--- src/rtl/pipeline_hazard_ctrl_pkg.sv ---
// Shared definitions for the pipeline stall/flush sequencer.
// Holds the FSM encoding, the x0 register index and the canonical NOP.
package pipe_ctrl_pkg;

    typedef enum logic [1:0] {
        RUN      = 2'd0,
        MEM_WAIT = 2'd1,
        ERROR    = 2'd2
    } hzd_state_e;

    localparam logic [4:0]  X0        = 5'd0;
    localparam logic [31:0] NOP_INSTR = 32'h00000013;

    function automatic logic src_match(input logic used, input logic [4:0] rs, input logic [4:0] rd);
        return used && (rs == rd);
    endfunction

endpackage

--- src/rtl/pipeline_hazard_ctrl_if.sv ---
// Hazard-control bundle: operand/hazard inputs from the pipeline and
// the stage enables, bubble controls and statistics back to it.
interface pipeline_hazard_ctrl_if #(
    parameter int unsigned CNT_W = 32
);
    logic [4:0]       rs1_ID;
    logic [4:0]       rs2_ID;
    logic             rs1_used_ID;
    logic             rs2_used_ID;
    logic             valid_ID;
    logic [4:0]       rd_EX;
    logic             MemRead_EX;
    logic             branch_taken_EX;
    logic             dmem_req_MEM;
    logic             dmem_ack_MEM;
    logic             en_PC;
    logic             en_IFID;
    logic             NOP_IFID;
    logic             en_IDEX;
    logic             NOP_IDEX;
    logic             en_EXMEM;
    logic             NOP_MEMWB;
    logic             mem_timeout_err;
    logic [CNT_W-1:0] stall_cycles;
    logic [CNT_W-1:0] flush_count;

    modport master (
        output rs1_ID, rs2_ID, rs1_used_ID, rs2_used_ID, valid_ID,
               rd_EX, MemRead_EX, branch_taken_EX, dmem_req_MEM, dmem_ack_MEM,
        input  en_PC, en_IFID, NOP_IFID, en_IDEX, NOP_IDEX, en_EXMEM, NOP_MEMWB,
               mem_timeout_err, stall_cycles, flush_count
    );

    modport slave (
        input  rs1_ID, rs2_ID, rs1_used_ID, rs2_used_ID, valid_ID,
               rd_EX, MemRead_EX, branch_taken_EX, dmem_req_MEM, dmem_ack_MEM,
        output en_PC, en_IFID, NOP_IFID, en_IDEX, NOP_IDEX, en_EXMEM, NOP_MEMWB,
               mem_timeout_err, stall_cycles, flush_count
    );
endinterface

--- src/rtl/pipeline_hazard_ctrl_sat_counter.sv ---
// Saturating up-counter with synchronous clear; holds at all-ones.
module hazard_sat_counter #(
    parameter int unsigned W = 32
) (
    input  logic         clk,
    input  logic         clear,
    input  logic         inc,
    output logic [W-1:0] count
);
    logic [W-1:0] count_q;
    logic [W-1:0] count_d;

    always_comb begin
        count_d = count_q;
        if (inc && (count_q != '1))
            count_d = count_q + W'(1);
    end

    always_ff @(posedge clk) begin
        if (clear)
            count_q <= '0;
        else
            count_q <= count_d;
    end

    assign count = count_q;
endmodule

--- src/rtl/pipeline_hazard_ctrl.sv ---
// Stall/flush sequencer for the 5-stage pipeline: same-cycle stage gating,
// multi-cycle memory wait with watchdog, and stall/flush statistics.
module pipeline_hazard_ctrl
    import pipe_ctrl_pkg::*;
#(
    parameter int unsigned MEM_TIMEOUT = 64,
    parameter int unsigned CNT_W       = 32
) (
    input logic                   clk_HZD,
    input logic                   rst_HZD,
    pipeline_hazard_ctrl_if.slave hz
);
    localparam int unsigned WAIT_W = $clog2(MEM_TIMEOUT) + 1;

    hzd_state_e        state_q, state_d;
    logic [WAIT_W-1:0] wait_cnt_q, wait_cnt_d;
    logic              err_q, err_d;
    logic              load_use, mem_busy;
    logic              stall_inc, flush_inc;
    logic [6:0]        ctrl;

    assign load_use = hz.valid_ID && hz.MemRead_EX && (hz.rd_EX != X0) &&
                      (src_match(hz.rs1_used_ID, hz.rs1_ID, hz.rd_EX) ||
                       src_match(hz.rs2_used_ID, hz.rs2_ID, hz.rd_EX));

    assign mem_busy = (state_q == MEM_WAIT) ? !hz.dmem_ack_MEM
                                            : (hz.dmem_req_MEM && !hz.dmem_ack_MEM);

    // ctrl = {en_PC, en_IFID, NOP_IFID, en_IDEX, NOP_IDEX, en_EXMEM, NOP_MEMWB}
    always_comb begin
        ctrl      = '0;
        stall_inc = 1'b0;
        flush_inc = 1'b0;
        if (!rst_HZD && (state_q != ERROR)) begin
            if (mem_busy) begin
                ctrl      = 7'b0000001;
                stall_inc = 1'b1;
            end else if (hz.branch_taken_EX) begin
                ctrl      = 7'b1111110;
                flush_inc = 1'b1;
            end else if (load_use) begin
                ctrl      = 7'b0001110;
                stall_inc = 1'b1;
            end else begin
                ctrl      = 7'b1101010;
            end
        end
    end

    always_comb begin
        state_d    = state_q;
        wait_cnt_d = wait_cnt_q;
        err_d      = err_q;
        case (state_q)
            RUN: begin
                if (hz.dmem_req_MEM && !hz.dmem_ack_MEM) begin
                    state_d    = MEM_WAIT;
                    wait_cnt_d = WAIT_W'(1);
                end
            end
            MEM_WAIT: begin
                // An ack landing on the timeout boundary still completes normally.
                if (hz.dmem_ack_MEM) begin
                    state_d    = RUN;
                    wait_cnt_d = '0;
                end else if (wait_cnt_q == WAIT_W'(MEM_TIMEOUT - 1)) begin
                    state_d = ERROR;
                    err_d   = 1'b1;
                end else begin
                    wait_cnt_d = wait_cnt_q + WAIT_W'(1);
                end
            end
            ERROR:   state_d = ERROR;
            default: state_d = RUN;
        endcase
    end

    always_ff @(posedge clk_HZD) begin
        if (rst_HZD) begin
            state_q    <= RUN;
            wait_cnt_q <= '0;
            err_q      <= 1'b0;
        end else begin
            state_q    <= state_d;
            wait_cnt_q <= wait_cnt_d;
            err_q      <= err_d;
        end
    end

    hazard_sat_counter #(.W(CNT_W)) u_stall_cnt (
        .clk   (clk_HZD),
        .clear (rst_HZD),
        .inc   (stall_inc),
        .count (hz.stall_cycles)
    );

    hazard_sat_counter #(.W(CNT_W)) u_flush_cnt (
        .clk   (clk_HZD),
        .clear (rst_HZD),
        .inc   (flush_inc),
        .count (hz.flush_count)
    );

    assign {hz.en_PC, hz.en_IFID, hz.NOP_IFID, hz.en_IDEX,
            hz.NOP_IDEX, hz.en_EXMEM, hz.NOP_MEMWB} = ctrl;
    assign hz.mem_timeout_err = err_q;
endmodule

--- src/flat_wrapper.sv ---
// flat-port wrapper written by rule: the top's interface ports become plain ports
module pipeline_hazard_ctrl_flat import pipe_ctrl_pkg::*;
#(
    parameter int unsigned MEM_TIMEOUT = 64,
    parameter int unsigned CNT_W       = 32
)
  (clk_HZD, rst_HZD, hz_rs1_ID, hz_rs2_ID, hz_rs1_used_ID, hz_rs2_used_ID, hz_valid_ID, hz_rd_EX, hz_MemRead_EX, hz_branch_taken_EX, hz_dmem_req_MEM, hz_dmem_ack_MEM, hz_en_PC, hz_en_IFID, hz_NOP_IFID, hz_en_IDEX, hz_NOP_IDEX, hz_en_EXMEM, hz_NOP_MEMWB, hz_mem_timeout_err, hz_stall_cycles, hz_flush_count);
  pipeline_hazard_ctrl_if #(.CNT_W(CNT_W)) hz_i ();
  input logic clk_HZD;
  input logic rst_HZD;
  input wire logic [$bits(hz_i.rs1_ID)-1:0] hz_rs1_ID;
  input wire logic [$bits(hz_i.rs2_ID)-1:0] hz_rs2_ID;
  input wire logic [$bits(hz_i.rs1_used_ID)-1:0] hz_rs1_used_ID;
  input wire logic [$bits(hz_i.rs2_used_ID)-1:0] hz_rs2_used_ID;
  input wire logic [$bits(hz_i.valid_ID)-1:0] hz_valid_ID;
  input wire logic [$bits(hz_i.rd_EX)-1:0] hz_rd_EX;
  input wire logic [$bits(hz_i.MemRead_EX)-1:0] hz_MemRead_EX;
  input wire logic [$bits(hz_i.branch_taken_EX)-1:0] hz_branch_taken_EX;
  input wire logic [$bits(hz_i.dmem_req_MEM)-1:0] hz_dmem_req_MEM;
  input wire logic [$bits(hz_i.dmem_ack_MEM)-1:0] hz_dmem_ack_MEM;
  output wire logic [$bits(hz_i.en_PC)-1:0] hz_en_PC;
  output wire logic [$bits(hz_i.en_IFID)-1:0] hz_en_IFID;
  output wire logic [$bits(hz_i.NOP_IFID)-1:0] hz_NOP_IFID;
  output wire logic [$bits(hz_i.en_IDEX)-1:0] hz_en_IDEX;
  output wire logic [$bits(hz_i.NOP_IDEX)-1:0] hz_NOP_IDEX;
  output wire logic [$bits(hz_i.en_EXMEM)-1:0] hz_en_EXMEM;
  output wire logic [$bits(hz_i.NOP_MEMWB)-1:0] hz_NOP_MEMWB;
  output wire logic [$bits(hz_i.mem_timeout_err)-1:0] hz_mem_timeout_err;
  output wire logic [$bits(hz_i.stall_cycles)-1:0] hz_stall_cycles;
  output wire logic [$bits(hz_i.flush_count)-1:0] hz_flush_count;
  assign hz_i.rs1_ID = hz_rs1_ID;
  assign hz_i.rs2_ID = hz_rs2_ID;
  assign hz_i.rs1_used_ID = hz_rs1_used_ID;
  assign hz_i.rs2_used_ID = hz_rs2_used_ID;
  assign hz_i.valid_ID = hz_valid_ID;
  assign hz_i.rd_EX = hz_rd_EX;
  assign hz_i.MemRead_EX = hz_MemRead_EX;
  assign hz_i.branch_taken_EX = hz_branch_taken_EX;
  assign hz_i.dmem_req_MEM = hz_dmem_req_MEM;
  assign hz_i.dmem_ack_MEM = hz_dmem_ack_MEM;
  assign hz_en_PC = hz_i.en_PC;
  assign hz_en_IFID = hz_i.en_IFID;
  assign hz_NOP_IFID = hz_i.NOP_IFID;
  assign hz_en_IDEX = hz_i.en_IDEX;
  assign hz_NOP_IDEX = hz_i.NOP_IDEX;
  assign hz_en_EXMEM = hz_i.en_EXMEM;
  assign hz_NOP_MEMWB = hz_i.NOP_MEMWB;
  assign hz_mem_timeout_err = hz_i.mem_timeout_err;
  assign hz_stall_cycles = hz_i.stall_cycles;
  assign hz_flush_count = hz_i.flush_count;
  pipeline_hazard_ctrl #(.MEM_TIMEOUT(MEM_TIMEOUT), .CNT_W(CNT_W)) u_core (.clk_HZD(clk_HZD), .rst_HZD(rst_HZD), .hz(hz_i));
endmodule
--- config.mk ---
export PLATFORM = sky130hd
export DESIGN_NAME = pipeline_hazard_ctrl_flat
export DESIGN_NICKNAME = d
export VERILOG_FILES = /design/src/rtl/pipeline_hazard_ctrl_pkg.sv /design/src/rtl/pipeline_hazard_ctrl_if.sv /design/src/rtl/pipeline_hazard_ctrl_sat_counter.sv /design/src/rtl/pipeline_hazard_ctrl.sv /design/src/flat_wrapper.sv
export SDC_FILE = /design/constraint.sdc
export NUM_CORES = 1
export LEC_CHECK = 0
export ABC_AREA = 1
export CORE_MARGIN = 2
export CORE_UTILIZATION = 52
export CTS_CLUSTER_SIZE = 16
export DETAILED_ROUTE_END_ITERATION = 12
export PLACE_DENSITY = 0.81
export SKIP_LAST_GASP = 1
export SYNTH_ARGS = -nofsm -noshare
export SYNTH_HDL_FRONTEND = slang
export SYNTH_SLANG_ARGS = --single-unit
--- constraint.sdc ---
create_clock -name clk_HZD -period 2.5 [get_ports clk_HZD]
set_clock_uncertainty 0.15 [all_clocks]
set_input_delay 0.25 -clock clk_HZD [delete_from_list [all_inputs] [get_ports clk_HZD]]
set_output_delay 0.25 -clock clk_HZD [all_outputs]
set_load 0.03 [all_outputs]
==> impl_metrics.tcl <==
set metrics [dict create \
    status "complete, no violations" \
    fp.dieH_um 96.7 \
    grt_util_all_layers_pct 25.3 \
    synth.avg_cell_area_um2 6.15 \
    arrival_ns 2.24 \
    ant_nets 0 \
    cts_resized 0 \
    synth_top_area_cell "dfxtp_1" \
    post-place-ws_ns 0.112 \
    stdcell_area_um2 5710 \
    cts.sinks 74 \
    dp_hpwl_mm 9.04 \
    cts_hold_buffers 0 \
    hold_class "flop to flop" \
    drc_errors 0 \
    drtIter0Drc 261 \
    wl_mm 12.0 \
    antenna_cells 0 \
    final_hold_viol_count 0 \
    num_vias 4953 \
    grt_pass1_wl_mm 20.3 \
    final.period_utilization_pct 86.1 \
    leakage_nw 2.28 \
    maxSlewHeadroom_pct 68.6 \
    setup_ws_ns 0.349 \
    synth_cell_types 33 \
    slew_violations 0 \
    min_period_ns 2.15 \
    tightest_slew_ns 0.472 \
    nNetsFinal 850 \
    endpoint_kind "flop" \
    yosysMostFrequentCell "nand2_1" \
    yosysSeqAreaShare_pct 33.2 \
    crit_start "u_core.u_flush_cnt.count[0]$_SDFFE_PP0P_" \
    insertion_delay_ns 0.35 \
    vias_per_cell 5.31 \
    drive_gt1_share_pct 7.62 \
    clkTransAtPathRegs_ns 0.08 \
    finalSetupViolCount 0 \
    synth-seq-cells 74 \
    ys.warnings.count 0 \
    critPathLaunchType "flop" \
    cap_violations 0 \
    synthDominantCellAreaShare_pct 33.2 \
    post-cts-setup-buffers 0 \
    dieArea_um2 9350 \
    ir_worst_vdd_v 0.000252 \
    rows 33 \
    drt_pass1_iterations 7 \
    max-clock-path-buffers 2 \
    dp_cells 917 \
    path_max_fanout 24 \
    routedWlPerCell_um 12.8 \
    timing.fmax_ghz 0.465 \
    grt.overflow.total 0 \
    ys_async_sr_fraction_pct 0 \
    h-tree-depth 3 \
    hp-start "u_core.wait_cnt_q[6]$_SDFFE_PP0P_" \
    start_util_pct 54.1 \
    portBuffers 95 \
    final_cell_count_no_fill 932 \
    rsz0062_at_grt "no" \
    worstReg2RegStart "u_core.u_flush_cnt.count[0]$_SDFFE_PP0P_" \
    syn-num-nets 754 \
    power_density_nw_per_um2 414 \
    core-area_um2 8260 \
    ios 96 \
    cts_buffers 9 \
    required_ns 2.59 \
    syn_area_um2 4470 \
    syn_to_final_growth_pct 27.8 \
    synth_edf_count 0 \
    cts-root-buf "clkbuf_8" \
    gp_congestion 1.01 \
    grt_pass1_vias 4511 \
    utilization_pct 69.2 \
    cts_tree "done" \
    synthTopCellsByCount "210 x nand2_1, 112 x nor2_1, 78 x inv_1" \
    die_w_um 96.7 \
    synthFlopType "dfxtp_1" \
    synth_area_leaders "dfxtp_1 33%, nand2_1 18%, nor2_1 9.4%" \
    crit_type "flop to flop" \
    synthCells 727 \
    postPlaceCellArea_um2 5510 \
    fill_cells 746 \
    antenna_found_initial 0 \
    setup_tns_ns 0 \
    grt_start_max_net_pins 63 \
]
final timing paths:
path / end / slack [ns] / cells past startpoint
setup / recovery: u_core.u_flush_cnt.count[28]$_SDFFE_PP0P_ / 0.35 / 9
hold / removal: u_core.wait_cnt_q[6]$_SDFFE_PP0P_ / 0.29 / 2
hold reg to reg: u_core.wait_cnt_q[6]$_SDFFE_PP0P_ / 0.29 / 2
setup reg to reg: u_core.u_flush_cnt.count[28]$_SDFFE_PP0P_ / 0.35 / 9
cell type report:
cell class / instances / area, µm² / share of cell area [%]
Clock buffer: 10 / 138 / 2.41
Timing Repair Buffer: 106 / 1030 / 18.0
Inverter: 82 / 308 / 5.39
Sequential cell: 74 / 1480 / 25.9
Tap cell: 105 / 131 / 2.30
Multi-Input combinational cell: 550 / 2570 / 45.0
Clock inverter: 5 / 55.1 / 0.964
sequential cells by signal, indices dropped and copies added (netlist names):
signal                     cells
u_core.hz.mem_timeout_err      1
u_core.state_q                 2
u_core.u_stall_cnt.count      32
u_core.wait_cnt_q              7
u_core.u_flush_cnt.count      32
report_power, final:
group | internal, W | switching (W)
clock network | 0.000479 | 0.000450
registers | 0.00118 | 0.00000916
logic | 0.0000949 | 0.000146
total | 0.00176 | 0.000605
metrics by stage:
| stage | power [W] | hold slack [ns] |
|---|---|---|
| 6_report | 0.00236 | 0.294 |
| 4_1_cts | 0.00238 | 0.293 |
| 2_1_floorplan | 0.00137 | 0.169 |
| 3_5_place_dp | 0.00146 | 0.282 |
| 3_3_place_gp | 0.00145 | 0.279 |
| 5_1_grt | 0.00246 | 0.319 |
logic make-up (layout without fill, tap and decap cells):
family                     count (synthesis)  count (layout)  synth area share, %
and+or+nand+nor                          444             444                 43.4
xor gates and xnor gates                  17              17                 3.33
adders and majority gates                  3               3                0.840
AOI/OAI and AO/OA                         86              86                 9.83
buffers and inverters                    103             203                 9.44
DFF                                       74              74                 33.2
layer usage:
layer	share of wire (%)	GRT usage [%]
met1	44	31.7
met2	49	44.2
met3	4.9	3.32
met4	2.5	9.86
met5	0	0
critical path: stages (launching register included):
cell and delay (ns):
dfxtp_1 0.43, ha_1 0.28, nand4_2 0.18, nor2_4 0.15
nand2_2 0.08, nand2_4 0.12, inv_2 0.20, buf_4 0.23
a31oi_1 0.15, nor2_1 0.07
layout by cell type (no fill, tap or decap), types with 5 or more instances in the layout:
cell type	n
a21oi_1	64
buf_4	17
clkbuf_8	10
clkdlybuf4s50_1	88
dfxtp_1	74
inv_1	78
nand2_1	210
nand2_2	5
nand3_1	57
nand4_1	12
nor2_1	112
nor2_2	9
nor3_1	21
o21ai_0	12
o21ai_1	6
xor2_1	13
No activity file was read; power rests on OpenSTA's default activity.
